### src/rtl/bomberman_pkg.sv
// Shared types and constants for the player movement sequencer.
package bomberman_pkg;

  typedef enum logic [1:0] {
    DOWN  = 2'd0,
    UP    = 2'd1,
    LEFT  = 2'd2,
    RIGHT = 2'd3
  } dir_t;

  typedef enum logic [1:0] {
    IDLE  = 2'd0,
    CHECK = 2'd1,
    WAIT  = 2'd2
  } state_t;

  localparam int TILE_SZ = 32;
  localparam int TILE_SH = 5;

  // Default playfield bounds (inclusive, sprite top-left).
  localparam int SCR_X_MIN = 32;
  localparam int SCR_X_MAX = 736;
  localparam int SCR_Y_MIN = 32;
  localparam int SCR_Y_MAX = 536;

  localparam int COORD_W = 10;
  localparam int TILE_W  = 5;
  // Signed working width for target math; wide enough that pos +/- STEP never wraps.
  localparam int CALC_W  = 12;

  // Pixel coordinate to tile index.
  function automatic logic [TILE_W-1:0] tile_of(input logic [CALC_W-1:0] px);
    return TILE_W'(px >> TILE_SH);
  endfunction

  // True when a coordinate sits exactly on a tile boundary (corridor aligned).
  function automatic logic is_aligned(input logic [COORD_W-1:0] px);
    return (int'(px) % TILE_SZ) == 0;
  endfunction

endpackage

### src/rtl/player_anim.sv
// Walk-cycle generator: counts accepted moves and flips the walk bit every ANIM_DIV moves.
module player_anim
  import bomberman_pkg::*;
#(
  parameter int ANIM_DIV = 4
) (
  input  logic clk,
  input  logic reset,
  input  logic clr,
  input  logic inc,
  output logic walk
);

  localparam int CNT_W = (ANIM_DIV > 1) ? $clog2(ANIM_DIV) : 1;

  logic [CNT_W-1:0] count;

  // Move counter with wrap; the walk bit toggles on each wrap, clr only drops the walk bit.
  always_ff @(posedge clk or posedge reset) begin
    if (reset) begin
      count <= '0;
      walk  <= 1'b0;
    end else if (clr) begin
      walk <= 1'b0;
    end else if (inc) begin
      if (count == CNT_W'(ANIM_DIV - 1)) begin
        count <= '0;
        walk  <= ~walk;
      end else begin
        count <= count + CNT_W'(1);
      end
    end
  end

endmodule

### src/rtl/player_ctrl.sv
// Per-frame player movement sequencer: samples buttons on frame_tick, queries the map for the
// destination tile, then commits the new position and sprite selection.
module player_ctrl
  import bomberman_pkg::*;
#(
  parameter int START_X  = 64,
  parameter int START_Y  = 64,
  parameter int STEP     = 2,
  parameter int X_MIN    = SCR_X_MIN,
  parameter int X_MAX    = SCR_X_MAX,
  parameter int Y_MIN    = SCR_Y_MIN,
  parameter int Y_MAX    = SCR_Y_MAX,
  parameter int ANIM_DIV = 4
) (
  input  logic               clk,
  input  logic               reset,
  input  logic               frame_tick,
  input  logic               alive,
  input  logic               btn_up,
  input  logic               btn_down,
  input  logic               btn_left,
  input  logic               btn_right,
  output logic               wall_req,
  output logic [TILE_W-1:0]  wall_tx,
  output logic [TILE_W-1:0]  wall_ty,
  input  logic               wall_ack,
  input  logic               wall_blocked,
  output logic [COORD_W-1:0] playerX,
  output logic [COORD_W-1:0] playerY,
  output logic [2:0]         sprite_num,
  output logic               moving
);

  localparam logic signed [CALC_W-1:0] STEP_S  = CALC_W'(STEP);
  localparam logic signed [CALC_W-1:0] X_MIN_S = CALC_W'(X_MIN);
  localparam logic signed [CALC_W-1:0] X_MAX_S = CALC_W'(X_MAX);
  localparam logic signed [CALC_W-1:0] Y_MIN_S = CALC_W'(Y_MIN);
  localparam logic signed [CALC_W-1:0] Y_MAX_S = CALC_W'(Y_MAX);

  state_t                    state;
  dir_t                      dir_q;
  logic [COORD_W-1:0]        tgt_x;
  logic [COORD_W-1:0]        tgt_y;
  logic                      walk;

  dir_t                      pick;
  logic                      btn_any;
  logic signed [CALC_W-1:0]  nxt_x;
  logic signed [CALC_W-1:0]  nxt_y;
  logic                      legal;
  logic [CALC_W-1:0]         lead_x;
  logic [CALC_W-1:0]         lead_y;
  logic                      tick_go;
  logic                      anim_clr;
  logic                      anim_inc;

  assign tick_go    = (state == IDLE) && frame_tick && alive;
  assign anim_clr   = tick_go && !btn_any;
  assign anim_inc   = (state == WAIT) && wall_ack && !wall_blocked && alive;
  assign sprite_num = {dir_q, walk};

  // Direction priority and candidate target with bounds and corridor-alignment screening.
  always_comb begin
    btn_any = btn_up | btn_down | btn_left | btn_right;
    if (btn_up)        pick = UP;
    else if (btn_down) pick = DOWN;
    else if (btn_left) pick = LEFT;
    else               pick = RIGHT;

    nxt_x = $signed({2'b00, playerX});
    nxt_y = $signed({2'b00, playerY});
    case (pick)
      UP:    nxt_y = nxt_y - STEP_S;
      DOWN:  nxt_y = nxt_y + STEP_S;
      LEFT:  nxt_x = nxt_x - STEP_S;
      RIGHT: nxt_x = nxt_x + STEP_S;
      default: ;
    endcase

    legal = (nxt_x >= X_MIN_S) && (nxt_x <= X_MAX_S) &&
            (nxt_y >= Y_MIN_S) && (nxt_y <= Y_MAX_S) &&
            ((pick == UP || pick == DOWN) ? is_aligned(playerX) : is_aligned(playerY));
  end

  // Leading edge of the sprite in the direction of travel picks the tile to query.
  always_comb begin
    lead_x = {2'b00, tgt_x};
    lead_y = {2'b00, tgt_y};
    if (dir_q == RIGHT) lead_x = lead_x + CALC_W'(TILE_SZ - 1);
    if (dir_q == DOWN)  lead_y = lead_y + CALC_W'(TILE_SZ - 1);
  end

  // Sequencer: IDLE screens the request, CHECK latches the tile, WAIT runs the map handshake.
  always_ff @(posedge clk or posedge reset) begin
    if (reset) begin
      state    <= IDLE;
      dir_q    <= DOWN;
      tgt_x    <= COORD_W'(START_X);
      tgt_y    <= COORD_W'(START_Y);
      playerX  <= COORD_W'(START_X);
      playerY  <= COORD_W'(START_Y);
      wall_req <= 1'b0;
      wall_tx  <= '0;
      wall_ty  <= '0;
      moving   <= 1'b0;
    end else begin
      case (state)
        IDLE: begin
          if (tick_go) begin
            if (!btn_any) begin
              moving <= 1'b0;
            end else begin
              dir_q <= pick;
              if (legal) begin
                tgt_x <= nxt_x[COORD_W-1:0];
                tgt_y <= nxt_y[COORD_W-1:0];
                state <= CHECK;
              end else begin
                moving <= 1'b0;
              end
            end
          end
        end
        CHECK: begin
          wall_tx  <= tile_of(lead_x);
          wall_ty  <= tile_of(lead_y);
          wall_req <= 1'b1;
          state    <= WAIT;
        end
        WAIT: begin
          if (wall_ack) begin
            wall_req <= 1'b0;
            state    <= IDLE;
            if (!wall_blocked && alive) begin
              playerX <= tgt_x;
              playerY <= tgt_y;
              moving  <= 1'b1;
            end else begin
              moving <= 1'b0;
            end
          end
        end
        default: state <= IDLE;
      endcase
    end
  end

  player_anim #(.ANIM_DIV(ANIM_DIV)) u_anim (
    .clk   (clk),
    .reset (reset),
    .clr   (anim_clr),
    .inc   (anim_inc),
    .walk  (walk)
  );

endmodule

### config.mk
export PLATFORM = sky130hd
export DESIGN_NAME = player_ctrl
export DESIGN_NICKNAME = d
export VERILOG_FILES = /design/src/rtl/bomberman_pkg.sv /design/src/rtl/player_anim.sv /design/src/rtl/player_ctrl.sv
export SDC_FILE = /design/constraint.sdc
export NUM_CORES = 1
export LEC_CHECK = 0
export CAP_MARGIN = 20
export CORE_MARGIN = 3
export CORE_UTILIZATION = 30
export CTS_CLUSTER_DIAMETER = 50
export DETAILED_ROUTE_END_ITERATION = 16
export HOLD_SLACK_MARGIN = 0.02
export PLACE_DENSITY = 0.62
export SLEW_MARGIN = 20
export SYNTH_ARGS = -nofsm -noshare
export SYNTH_HDL_FRONTEND = slang
export SYNTH_SLANG_ARGS = --single-unit
### constraint.sdc
create_clock -name clk -period 2.85 [get_ports clk]
set_input_delay 0.57 -clock clk [delete_from_list [all_inputs] [get_ports clk]]
set_output_delay 0.57 -clock clk [all_outputs]
set_load 0.005 [all_outputs]
* Word-level counts from Yosys, hierarchy flattened
Cells that the tools add are included.
** Operators by class
- Div/mod/pow operators :: 0
- Bitwise logic cells :: 5
- Equal/unequal tests :: 12
- Multiplexer cells :: 25
- Magnitude comparators :: 4
- Add/subtract/negate cells :: 7
- Shifts and indexed selects :: 0
- Multiply operators :: 0
- Reductions and logical operators :: 31
** Operators by type and width (count)
- logical NOT 32 bit :: 2
- case mux 12 bit (2 select lines) :: 2
- greater-or-equal comparator 12 x 7 -> 1 bit (second input constant) :: 2
- less-or-equal comparator 12 x 11 -> 1 bit (second input constant) :: 2
- adder 10 x 2 -> 11 bit (second input constant) :: 2
- subtractor 10 x 2 -> 11 bit (second input constant) :: 2
- adder 10 x 5 -> 10 bit (second input constant) :: 2
- 2-to-1 mux 10 bit :: 2
- 2-to-1 mux 2 bit :: 7
- AND reduction 4 bit :: 3
- logical AND 1 bit :: 11
- 2-to-1 mux 1 bit :: 11
- == test 2 bit (second input constant) :: 5
- != test 2 bit (second input constant) :: 4
- nonzero test 2 bit :: 4
- logical NOT 2 bit :: 3
- case mux 2 bit (3 select lines) :: 1
- AND reduction 2 bit :: 3
- AND reduction 3 bit :: 2
- == test 2 x 1 -> 1 bit (second input constant) :: 2
- case mux 1 bit (2 select lines) :: 2
- != test 3 bit (second input constant) :: 1
- bitwise OR 1 bit :: 3
- adder 2 x 1 -> 2 bit (second input constant) :: 1
- 3 further kinds :: 5
** Word-level totals
- Memories kept :: 0
- Word-level logic and storage cells :: 96
- Input port bits :: 10
- Bits in latches :: 0
- Output and inout port bits :: 35
- Bits in writable memories :: 0
- Flip-flop bits (word level) :: 59
- Memory bits (read-only) :: 0

* Longest topological paths before layout
- Word-level depth :: 14
- Gate-level depth with buffers :: 10
- Depth with buffers taken out :: 9

* By module
A second synthesis with hierarchy kept.
** Second synthesis, totals
- Cells, all modules :: 365
- Area total of the unflattened synthesis :: 3453.3 µm²
** Modules (own cells, without submodules)
- player_ctrl :: sequential area each 1406.3 µm², instances 1, cells an instance 353, area each 3291.9 µm²
- player_anim :: sequential area each 75.1 µm², instances 1, cells an instance 12, area each 161.4 µm²

* Worst setup path before layout
No wires, ideal clock.
- Path type :: in2reg
- Start point :: input port btn_up
- End point :: register tgt_x[0]
- Arrival :: 3.052 ns
- Data required time :: 2.725 ns
- Library setup time :: 0.125 ns
- Path buffers :: 2
- Cell stages on the path :: 9
- Setup slack :: -0.327 ns
- Path through :: buf_2 -> nor2_1 -> nand3_1 -> o41ai_1 -> xor2_1 -> a221o_1 -> a2111oi_2 -> buf_6 -> mux2_4
** Between the ends
- Word-level cells in the longest chain between the ends :: 9
- Elaborated cells between the ends (all ways) :: 21
- Those cells by class :: order compare: 4; eq/ne: 3; mux: 4; bitwise: 3; reduce/logical: 7
** RTL lines
- start: declaration :: line player_ctrl.sv:19 : input logic btn_up,
- 2-to-1 mux 2 bit :: line player_ctrl.sv:65 : if (btn_up) pick = UP;
- == test 2 bit :: line player_ctrl.sv:72 : case (pick)
- case mux 12 bit (2 select lines) :: line player_ctrl.sv:72
- greater-or-equal comparator 12 x 7 -> 1 bit or less-or-equal comparator 12 x 11 -> 1 bit (tied branches) :: line player_ctrl.sv:80 : legal = (nxt_x >= X_MIN_S) && (nxt_x <= X_MAX_S) &&
- logical AND 1 bit (2 in a row) :: line player_ctrl.sv:80
- logical AND 1 bit (2 in a row) :: line player_ctrl.sv:81 : (nxt_y >= Y_MIN_S) && (nxt_y <= Y_MAX_S) &&
- AND reduction 4 bit (no source line)
- end signal: assignment :: line player_ctrl.sv:98 : tgt_x <= COORD_W'(START_X);
- end signal: assignment :: line player_ctrl.sv:115 : tgt_x <= nxt_x[COORD_W-1:0];
- end: declaration :: line player_ctrl.sv:42 : logic [COORD_W-1:0] tgt_x;
Parallel ways exist; a longest one is shown, timed or not.
A chain may end at the register's enable or synchronous reset.

* Final worst setup path
- Start point :: register playerY[6]
- End point :: register tgt_x[0]
** Between the ends
- Word-level cells in the longest chain between the ends :: 7
- Elaborated cells between the ends (all ways) :: 9
- Those cells by class :: add/sub: 2; order compare: 2; mux: 1; reduce/logical: 4
** RTL lines
- start: declaration :: line player_ctrl.sv:29 : output logic [COORD_W-1:0] playerY,
- start signal: assignment :: line player_ctrl.sv:101 : playerY <= COORD_W'(START_Y);
- start signal: assignment :: line player_ctrl.sv:136 : playerY <= tgt_y;
- adder 10 x 2 -> 11 bit or subtractor 10 x 2 -> 11 bit (tied branches) :: line player_ctrl.sv:74, player_ctrl.sv:73
- case mux 12 bit (2 select lines) * :: line player_ctrl.sv:72
- greater-or-equal comparator 12 x 7 -> 1 bit :: line player_ctrl.sv:81
- logical AND 1 bit :: line player_ctrl.sv:80
- logical AND 1 bit * (2 in a row) :: line player_ctrl.sv:81
- AND reduction 4 bit (no source line) *
Every way passes the cells marked *; elsewhere a longest branch is shown, timed or not.

==> metrics <==
EDFF count, synth 0; DIE AREA between 10,000 and 15,000 um2; PortBufs between 40 and 50; PD cells roughly 600 nW/um2; die span in y 113 um; Max Buffers Root-to-Sink 2; Via Count 2,952; first drt pass iteration count 4; # fillers 1,028; Final setup viols 20; worst-path fanout max 5; FMAX 326 MHz; final wirelength 9.13 mm; Setup crit start kind register; part of the cycle the worst path needs 108%; dpl ws -0.765 ns; number of global-route vias before repair 3,061; # IOs 45; Chip Width 113 um; worst path cell trace or4_4 > nor4_4 > or3_4 > o311ai_4 > or4b_4 > a2111oi_4 > buf_4 > buf_8 > mux2_4; Antenna Cells 0; Worst Setup SP playerY[6]; worst setup path category reg -> reg; Inst Count DP 571; mapped cell area 3410 um2; post-route ant nets 0; CP max stage cell or4_4; Initial Util 31.0%; crit-path max cell delay 0.59 ns; wire length of the first global-routing pass 14.9 mm; cell row count 38; leakage 2.21 nW; R2R Path End tgt_x[0]; Area Overhead vs Synth 50.1%; Yosys warnings 0; Clock Latency Late Sink 0.33 ns; endpoints failing hold 0; status complete, but fails checks; Core Box Area 11,000 um2; TritonCTS clock tree built; flop2flop setup slack -0.21 ns; max-slew violations 0; CTS sink count 59; final core occ a little under half; dpl cell area 4440 um2; WL/cell 15.2 um; Total Routing Usage GR 14.6%; total CTS buffers 9; Slew headroom 55.5%; CP endpoint tgt_x[0]; RSZ-0062 raised after global routing true; Synth area leader dfrtp_1; Avg Cell Area, Syn 10.1 um2; Post-synth top flop dfrtp_1; Worst Reg-to-Reg Cells 9; proportion of synthesized chip area in sequential cells 43.4%; final critical-path required period 3.06 ns; Via density ~4.9; Final HPWL DP 6.67 mm; Synth Instances 339; syn nets 354; Iter 0 DRT Violations 102; failing checks negative setup slack; share of the synthesized area in the top cell type 40.4%; proportion of layout cells with a drive suffix above 1 roughly 36%; Final Skew 0.0106 ns; CTS root buffer clkbuf_16; Reg area roughly 1500 um2; H-tree levels 3; area of the multi-input gates between 1500 and 2000 um2; Max VDD drop 379 uV; CP Data Arrival Time 3.27 ns; pin count of the biggest net entering global routing 34; Seq cells post-synth 59; design area 5120 um2; top cells by area, synth dfrtp_1, mux2_4, xnor2_1; Netlist cell types 65; nets 470; CP Data Required Time 3.06 ns; initial antenna violation count 0; final worst slack -0.214 ns; grt ovf 0; top-count cell post-synth dfrtp_1; clock-pin slew on the worst setup and hold paths ~0.05 ns; Post-synth top cells dfrtp_1, nand2_1, o21ai_0; hold_ws 0.477 ns; class of the worst hold path reg -> reg; async set-reset flop share out of synthesis 100%; Reg2Reg Launch Point playerY[6]; crit path capture type register; max-cap viol count 0; Worst Max-Slew Pin Slew 0.663 ns; Final Non-Filler Cells 600; GPL Wtd Cong ~0.9; drt drc 0
[layer usage]
metal | up-vias | wire length (um) | GRT usage (%)
met1 | 1449 | 4420 | 19.4
li1 | 1440 | - | -
met5 | - | 0 | 0
met2 | 50 | 4270 | 23.3
met3 | 13 | 284 | 3.34
met4 | 0 | 162 | 5.13
[where the power goes]
group	internal (mW)	switching [mW]
logic	0.419	0.325
registers	0.956	0.110
clock network	0.811	0.370
[critical path, delay by kind of cell, from the launching register on]
family,cells,cell delay (ns)
buffers and inverters,2,0.34
DFF,1,0.38
AOI/OAI and AO/OA,2,0.41
muxes,1,0.30
and+or+nand+nor,4,1.51
[metrics by stage]
stage	total power [mW]	setup TNS, ns
2_1_floorplan	1.39	-1.76
3_3_place_gp	1.73	-14.26
3_5_place_dp	1.74	-15.35
4_1_cts	2.97	-3.40
5_1_grt	3.15	-5.25
6_report	2.99	-3.08
[how the worst min path moves through the flow]
stage | from | end | slack, ns | cells after the start
2_1_floorplan | tgt_y[4] | playerY[4] | 0.45 | 2
3_3_place_gp | wall_req | wall_req | 0.46 | 2
3_5_place_dp | wall_req | wall_req | 0.47 | 2
4_1_cts | wall_req | wall_req | 0.48 | 2
5_1_grt | wall_tx[4] | wall_tx[4] | 0.50 | 2
6_report | wall_ty[4] | wall_ty[4] | 0.48 | 2
[area by class of cell]
| class | count | share of cell area (%) |
|---|---|---|
| clock inverters | 4 | 1.42 |
| clock buffers | 12 | 5.01 |
| multi-input cells | 241 | 38.7 |
| flip-flops and latches | 59 | 29.0 |
| inverters | 21 | 1.54 |
| repair buffers | 123 | 20.9 |
| well taps | 140 | 3.42 |
[sequential cells by signal, indices dropped and copies added (netlist names)]
name          count
wall_req          1
tgt_y            10
u_anim.walk       1
wall_tx           5
u_anim.count      2
playerY          10
dir_q             2
state             2
tgt_x            10
wall_ty           5
moving            1
playerX          10
[cells in the final DEF (no fill, tap or decap), types with 3 or more instances in the layout]
cell type / n
nor4_4: 4
ha_1: 5
nor2_1: 13
clkbuf_16: 9
clkdlybuf4s50_1: 41
xnor2_1: 14
dfrtp_1: 53
nand2b_1: 3
buf_6: 8
buf_4: 69
nand3_1: 10
dfstp_2: 4
xor2_1: 7
nand4_1: 4
a21oi_1: 9
mux2_4: 13
nand3b_1: 3
nor3_1: 6
a31oi_1: 3
a22oi_1: 3
nand2_1: 35
mux2_2: 13
mux2i_1: 8
o21ai_0: 23
inv_1: 19
o21ai_1: 4
xnor2_2: 3
[cell families (layout without fill, tap and decap cells)]
group	after synthesis	in the layout	synth area share (%)
adder cells (fa/ha/maj)	5	5	1.83
XOR/XNOR	25	25	6.42
multiplexers	34	34	12.4
flip-flops	59	59	43.4
AND/OR/NAND/NOR	109	109	17.4
AO/OA/AOI/OAI	68	68	13.2
buffers and inverters	39	160	5.32
[what timing repair did]
| action | CTS | global route |
|---|---|---|
| hold buffers | 0 | 0 |
| buffers inserted | 6 | 6 |
| gates resized for setup | 20 | 39 |
| pin swaps | 9 | 12 |
| gates cloned | 2 | 0 |
| setup endpoints to repair | 20 | 20 |
(Power assumes the default switching activity.)
==> variant 1: new RTL, config.mk and constraints unchanged <==
Add an input register stage for `btn_up`, `btn_down`, `btn_left` and `btn_right`, without a reset; this delays them by one clock. The other inputs are not delayed to match.
--- a/src/rtl/player_ctrl.sv
+++ b/src/rtl/player_ctrl.sv
@@ -38,4 +38,16 @@
   localparam logic signed [CALC_W-1:0] Y_MAX_S = CALC_W'(Y_MAX);
 
+  logic btn_up_q;
+  logic btn_down_q;
+  logic btn_left_q;
+  logic btn_right_q;
+
+  always_ff @(posedge clk) begin
+    btn_up_q    <= btn_up;
+    btn_down_q  <= btn_down;
+    btn_left_q  <= btn_left;
+    btn_right_q <= btn_right;
+  end
+
   state_t                    state;
   dir_t                      dir_q;
@@ -62,8 +74,8 @@
   // Direction priority and candidate target with bounds and corridor-alignment screening.
   always_comb begin
-    btn_any = btn_up | btn_down | btn_left | btn_right;
-    if (btn_up)        pick = UP;
-    else if (btn_down) pick = DOWN;
-    else if (btn_left) pick = LEFT;
+    btn_any = btn_up_q | btn_down_q | btn_left_q | btn_right_q;
+    if (btn_up_q)        pick = UP;
+    else if (btn_down_q) pick = DOWN;
+    else if (btn_left_q) pick = LEFT;
     else               pick = RIGHT;
 
Behaviour: not the same (a bounded check fails within 4 cycles, from zero or initial values and one cycle with reset high).
==> variant 1 against the unedited design <==
  * The flow still finishes with violations (negative setup slack)
  * Critical path type unchanged
  * Cell area fell by 4.6%
  * Clock skew down 0.0047 ns
  * Final cell count down 7.8%
  * Global-route usage is 0.40 points lower
  * Core utilization is 2.1 points lower
  * Fmax is 3.1% higher
  * Routed wire length shrank 3.6%
  * Sequential cell count up 4
  * Critical endpoint is now tgt_y[0]
  * Setup slack improved by 0.093 ns
  * Area after synthesis rose by 0.48%
  * Worst hold slack got worse by 0.0045 ns
Power is not compared: it rests on default switching activity, and its combinational part moved more than twofold at a synthesized area within 25%.
==> variant 1: results <==
group,metric,value,unit
outcome,outcome,"finished, violations left",
outcome,failed_checks,"negative setup slack",
critical_path,max_stage_delay,0.55,ns
synthesis,syn_nets,330,
global_routing,grt_max_degree,30,
critical_path,arrival,3.18,ns
timing,timing.hold.ws,0.4722,ns
synthesis,synthArstFlopShare,93.65,%
synthesis,synth_seq_area_share,45.58,%
global_routing,gr-usage-all-layers,14.17,%
min_path,hold_path_end,"wall_tx[2]",
detailed_routing,vias,2697,
detailed_routing,drt-total-wl,8801,um
placed_design,dpl.hpwl,6217,um
global_routing,grt_use_met3,4.225,%
final_layout,fillerInstances,1042,
critical_path,rr_worst_depth,11,
critical_path,timing.rr.start,"playerX[1]",
placed_design,place.gp.congestion,0.9026,
global_routing,grt_pass1_wl,14300,um
power,ir_worst_vdd,0.0004782,V
detailed_routing,drt_iter0_drc,99,
global_routing,grt_util_met2,23.22,%
final_layout,drive_gt1_share,36.56,%
placed_design,dp.cells,527,
clocking,cts_made_buffers,9,
global_routing,grt_use_met1,18.30,%
min_path,hp-start,"wall_tx[2]",
synthesis,synthDistinctLibCells,53,
timing,finClkSkew,0.005944,ns
synthesis,synthTopCellsByCount,"dfrtp_1 (55), nand2_1 (29), mux2_2 (21)",
timing,layout_setup_ws,-0.1204,ns
timing,relSlewSlack,55.43,%
detailed_routing,drt-pass1-iter-count,4,
final_layout,finish.net_count,423,
timing,setup_viol,20,
synthesis,synth_area_leaders,"dfrtp_1 (40%), mux2_4 (8.3%), mux2_2 (6.9%)",
critical_path,r2r_end,"tgt_y[0]",
synthesis,syn_area_per_cell,10.88,um^2
detailed_routing,wl_per_cell,15.92,um
global_routing,grt_pass1_vias,2854,
==> variant 1: worst register-to-register path, delay by kind of cell (launching register included) <==
kind	cells	cell delay [ns]
and+or+nand+nor	3	0.90
AOI/OAI and AO/OA	2	0.52
buffers and inverters	3	0.48
muxes	2	0.42
DFF	1	0.41
xor gates and xnor gates	1	0.12
==> variant 1: final cells by class <==
cell class / instances / share of cell area [%]
multi-input combinational: 224 / 38.70
sequential: 63 / 32.03
timing repair buffer: 102 / 18.73
clock buffer: 11 / 5.177
tap: 140 / 3.588
clock inverter: 5 / 1.153
inverter: 8 / 0.6151
==> variant 1: logic make-up (layout without fill, tap and decap cells) <==
logic type,count (synthesis),in the layout,share of synthesized area [%]
and+or+nand+nor,97,97,15.67
DFF,63,63,45.58
AOI/OAI and AO/OA,51,51,9.168
muxes,44,44,16.40
buffers and inverters,28,126,4.456
xor gates and xnor gates,27,27,6.903
adders and majority gates,5,5,1.826
==> variant 1: repair_timing <==
| action | in CTS | in global routing |
|---|---|---|
| gates resized for setup | 18 | 21 |
| setup buffers | 7 | 2 |
| setup endpoints to repair | 20 | 20 |
| endpoints found under the hold margin | 0 | 0 |
| pin swaps | 5 | 6 |
| gates cloned | 1 | 0 |
==> variant 1: layer usage <==
layer / vias up / part of all wire, % / wire length, um
met2: 56 / 48 / 4235
met4: 0 / 1.0 / 89
met3: 10 / 4.2 / 371
met5: - / 0 / 0
met1: 1319 / 47 / 4105
li1: 1312 / - / -
==> variant 1: report_power, final <==
group	switching [mW]	internal (mW)	leakage (nW)	total [mW]
Clock	0.388	0.722	0.152	1.11
Combinational	0.639	0.885	1.21	1.52
Sequential	0.241	1.14	0.813	1.39
==> variant 1: worst max path at each step <==
stage | startpoint | to | slack [ns]
after detailed placement | playerX[2] | tgt_y[0] | -0.12
after global placement | playerX[2] | tgt_y[2] | -0.04
after CTS | playerX[2] | tgt_y[0] | 0.004
after global routing | playerX[2] | tgt_x[4] | -0.19
after floorplan | btn_down_q | tgt_x[0] | -0.06
final | playerX[1] | tgt_y[0] | -0.12
==> variant 1: through the flow <==
step / instance area [um^2] / setup WS, ns / power, mW / TNS (ns)
floorplan: 3428 / -0.05884 / 2.173 / -0.9787
global placement: 4294 / -0.03991 / 2.729 / -0.3738
detailed placement: 4294 / -0.1172 / 2.767 / -1.438
CTS: 4741 / 0.004455 / 3.975 / 0
global route: 4882 / -0.1937 / 4.262 / -3.516
finish: 4882 / -0.1204 / 4.019 / -2.135
==> variant 2: new RTL, config.mk and constraints unchanged <==
Without the edit above. `ANIM_DIV` is set to 4 in 2 places; all go to 16.
--- a/src/rtl/player_anim.sv
+++ b/src/rtl/player_anim.sv
@@ -3,5 +3,5 @@
   import bomberman_pkg::*;
 #(
-  parameter int ANIM_DIV = 4
+  parameter int ANIM_DIV = 16
 ) (
   input  logic clk,
--- a/src/rtl/player_ctrl.sv
+++ b/src/rtl/player_ctrl.sv
@@ -11,5 +11,5 @@
   parameter int Y_MIN    = SCR_Y_MIN,
   parameter int Y_MAX    = SCR_Y_MAX,
-  parameter int ANIM_DIV = 4
+  parameter int ANIM_DIV = 16
 ) (
   input  logic               clk,
Behaviour: same outputs for any inputs over 4 cycles, from zero or initial values and one cycle with reset high; that may be too few to reach the edited logic, so the function may still have changed.
==> variant 2 against the unedited design <==
  * The run still ends with negative setup slack left
  * Area after synthesis increased by 4.2%
  * Setup slack improved by 0.12 ns
  * Cell area increased by 0.54%
  * Routed wire length increased by 6.7%
  * Sequential cell count increased by 2
  * Highest routed layer unchanged
Power is not compared: it rests on default switching activity, and its combinational part moved more than twofold at a synthesized area within 25%.
==> variant 2: results <==
group,metric,value,unit
placed_design,postPlaceCellArea,0.004567,mm^2
critical_path,cp-endpoint,"tgt_y[7]",
synthesis,synth_area_leaders,"dfrtp_1 (40%), nand2_1 (9.1%), mux2_4 (8.5%)",
global_routing,grt_max_degree,38,
critical_path,timing.rr.start,"playerY[0]",
global_routing,grt_pass1_wl,16210,um
global_routing,gr-usage-all-layers,15.56,%
detailed_routing,wl_per_cell,15.50,um
timing,setup_tns,-1.489,ns
timing,setup_viol,20,
outcome,outcome,"finished, violations left",
critical_path,critPathLaunch,"btn_down",
synthesis,synth_seq_area_share,43.10,%
critical_path,r2r_end,"tgt_y[7]",
detailed_routing,drt_iter0_drc,265,
placed_design,place.gp.congestion,0.8955,
timing,finClkSkew,0.004531,ns
timing,relSlewSlack,60.52,%
synthesis,synthDistinctLibCells,52,
outcome,failed_checks,"negative setup slack",
critical_path,max_stage_delay,0.42,ns
critical_path,arrival,3.15,ns
global_routing,grt_use_met1,21.29,%
final_layout,drive_gt1_share,28.40,%
placed_design,pre_cts_ws,-0.7056,ns
final_layout,finish.net_count,496,
timing,layout_setup_ws,-0.09207,ns
global_routing,grt_util_met2,24.41,%
synthesis,syn_nets,394,
min_path,hp-start,"wall_tx[1]",
global_routing,grt_use_met3,3.632,%
synthesis,synthTopCellsByCount,"nand2_1 (86), dfrtp_1 (57), o21ai_0 (27)",
critical_path,crit_slowest_cell,"or4_1",
critical_path,rrSetupSlack,-0.08,ns
detailed_routing,vias,3123,
placed_design,dpl.hpwl,6955,um
## variant 2: power by group through the flow
stage | logic, mW | clock network, mW | registers (mW)
floorplan | 0.126 | 0 | 0.914
global placement | 0.253 | 0 | 0.920
detailed placement | 0.255 | 0 | 0.920
global route | 0.300 | 1.41 | 0.909
finish | 0.275 | 1.35 | 0.907
CTS | 0.270 | 1.37 | 0.907
## variant 2: cell type report
class,instances,area [um^2]
clock buffer,9,225.2
clock inverter,7,146.4
fill,1093,6371
inverter,9,33.78
multi-input combinational,284,1939
sequential,61,1534
tap,143,178.9
timing repair buffer,116,1087
## variant 2: cell families after synthesis
kind of cell             count (synthesis)  share of synthesized area [%]
flip-flops                              61                          43.10
multiplexers                            22                          9.014
XOR/XNOR                                30                          7.394
AND/OR/NAND/NOR                        165                          22.99
buffers and inverters                   34                          4.965
adder cells (fa/ha/maj)                  5                          1.761
AO/OA/AOI/OAI                           62                          10.78
## variant 2: through the flow
| step | cells | hold WS, ns |
|---|---|---|
| after floorplan | 379 | 0.4530 |
| after detailed placement | 605 | 0.4793 |
| final | 629 | 0.4816 |
| after global placement | 605 | 0.4669 |
| after CTS | 629 | 0.4911 |
| after global routing | 629 | 0.5147 |
## variant 2: worst reg2reg max path, stage by stage (launching register included)
cell and delay (ns):
dfrtp_1 0.37, or3_1 0.38, nor4_2 0.25, a21oi_1 0.09
or4_1 0.42, a211o_1 0.29, a211oi_4 0.29, nand4_4 0.15
bufbuf_16 0.30, mux2_4 0.30
## variant 2: routing by layer
layer	up-vias	part of all wire, %
li1	1527	-
met2	81	46
met4	0	1.8
met1	1502	47
met3	13	4.4
met5	-	0
## variant 2: what timing repair did
action                     4_1_cts  5_1_grt
setup endpoints to repair       20       20
pin swaps                        4        1
gates cloned                     2        0
buffers inserted                 6        0
resized for setup               21        8
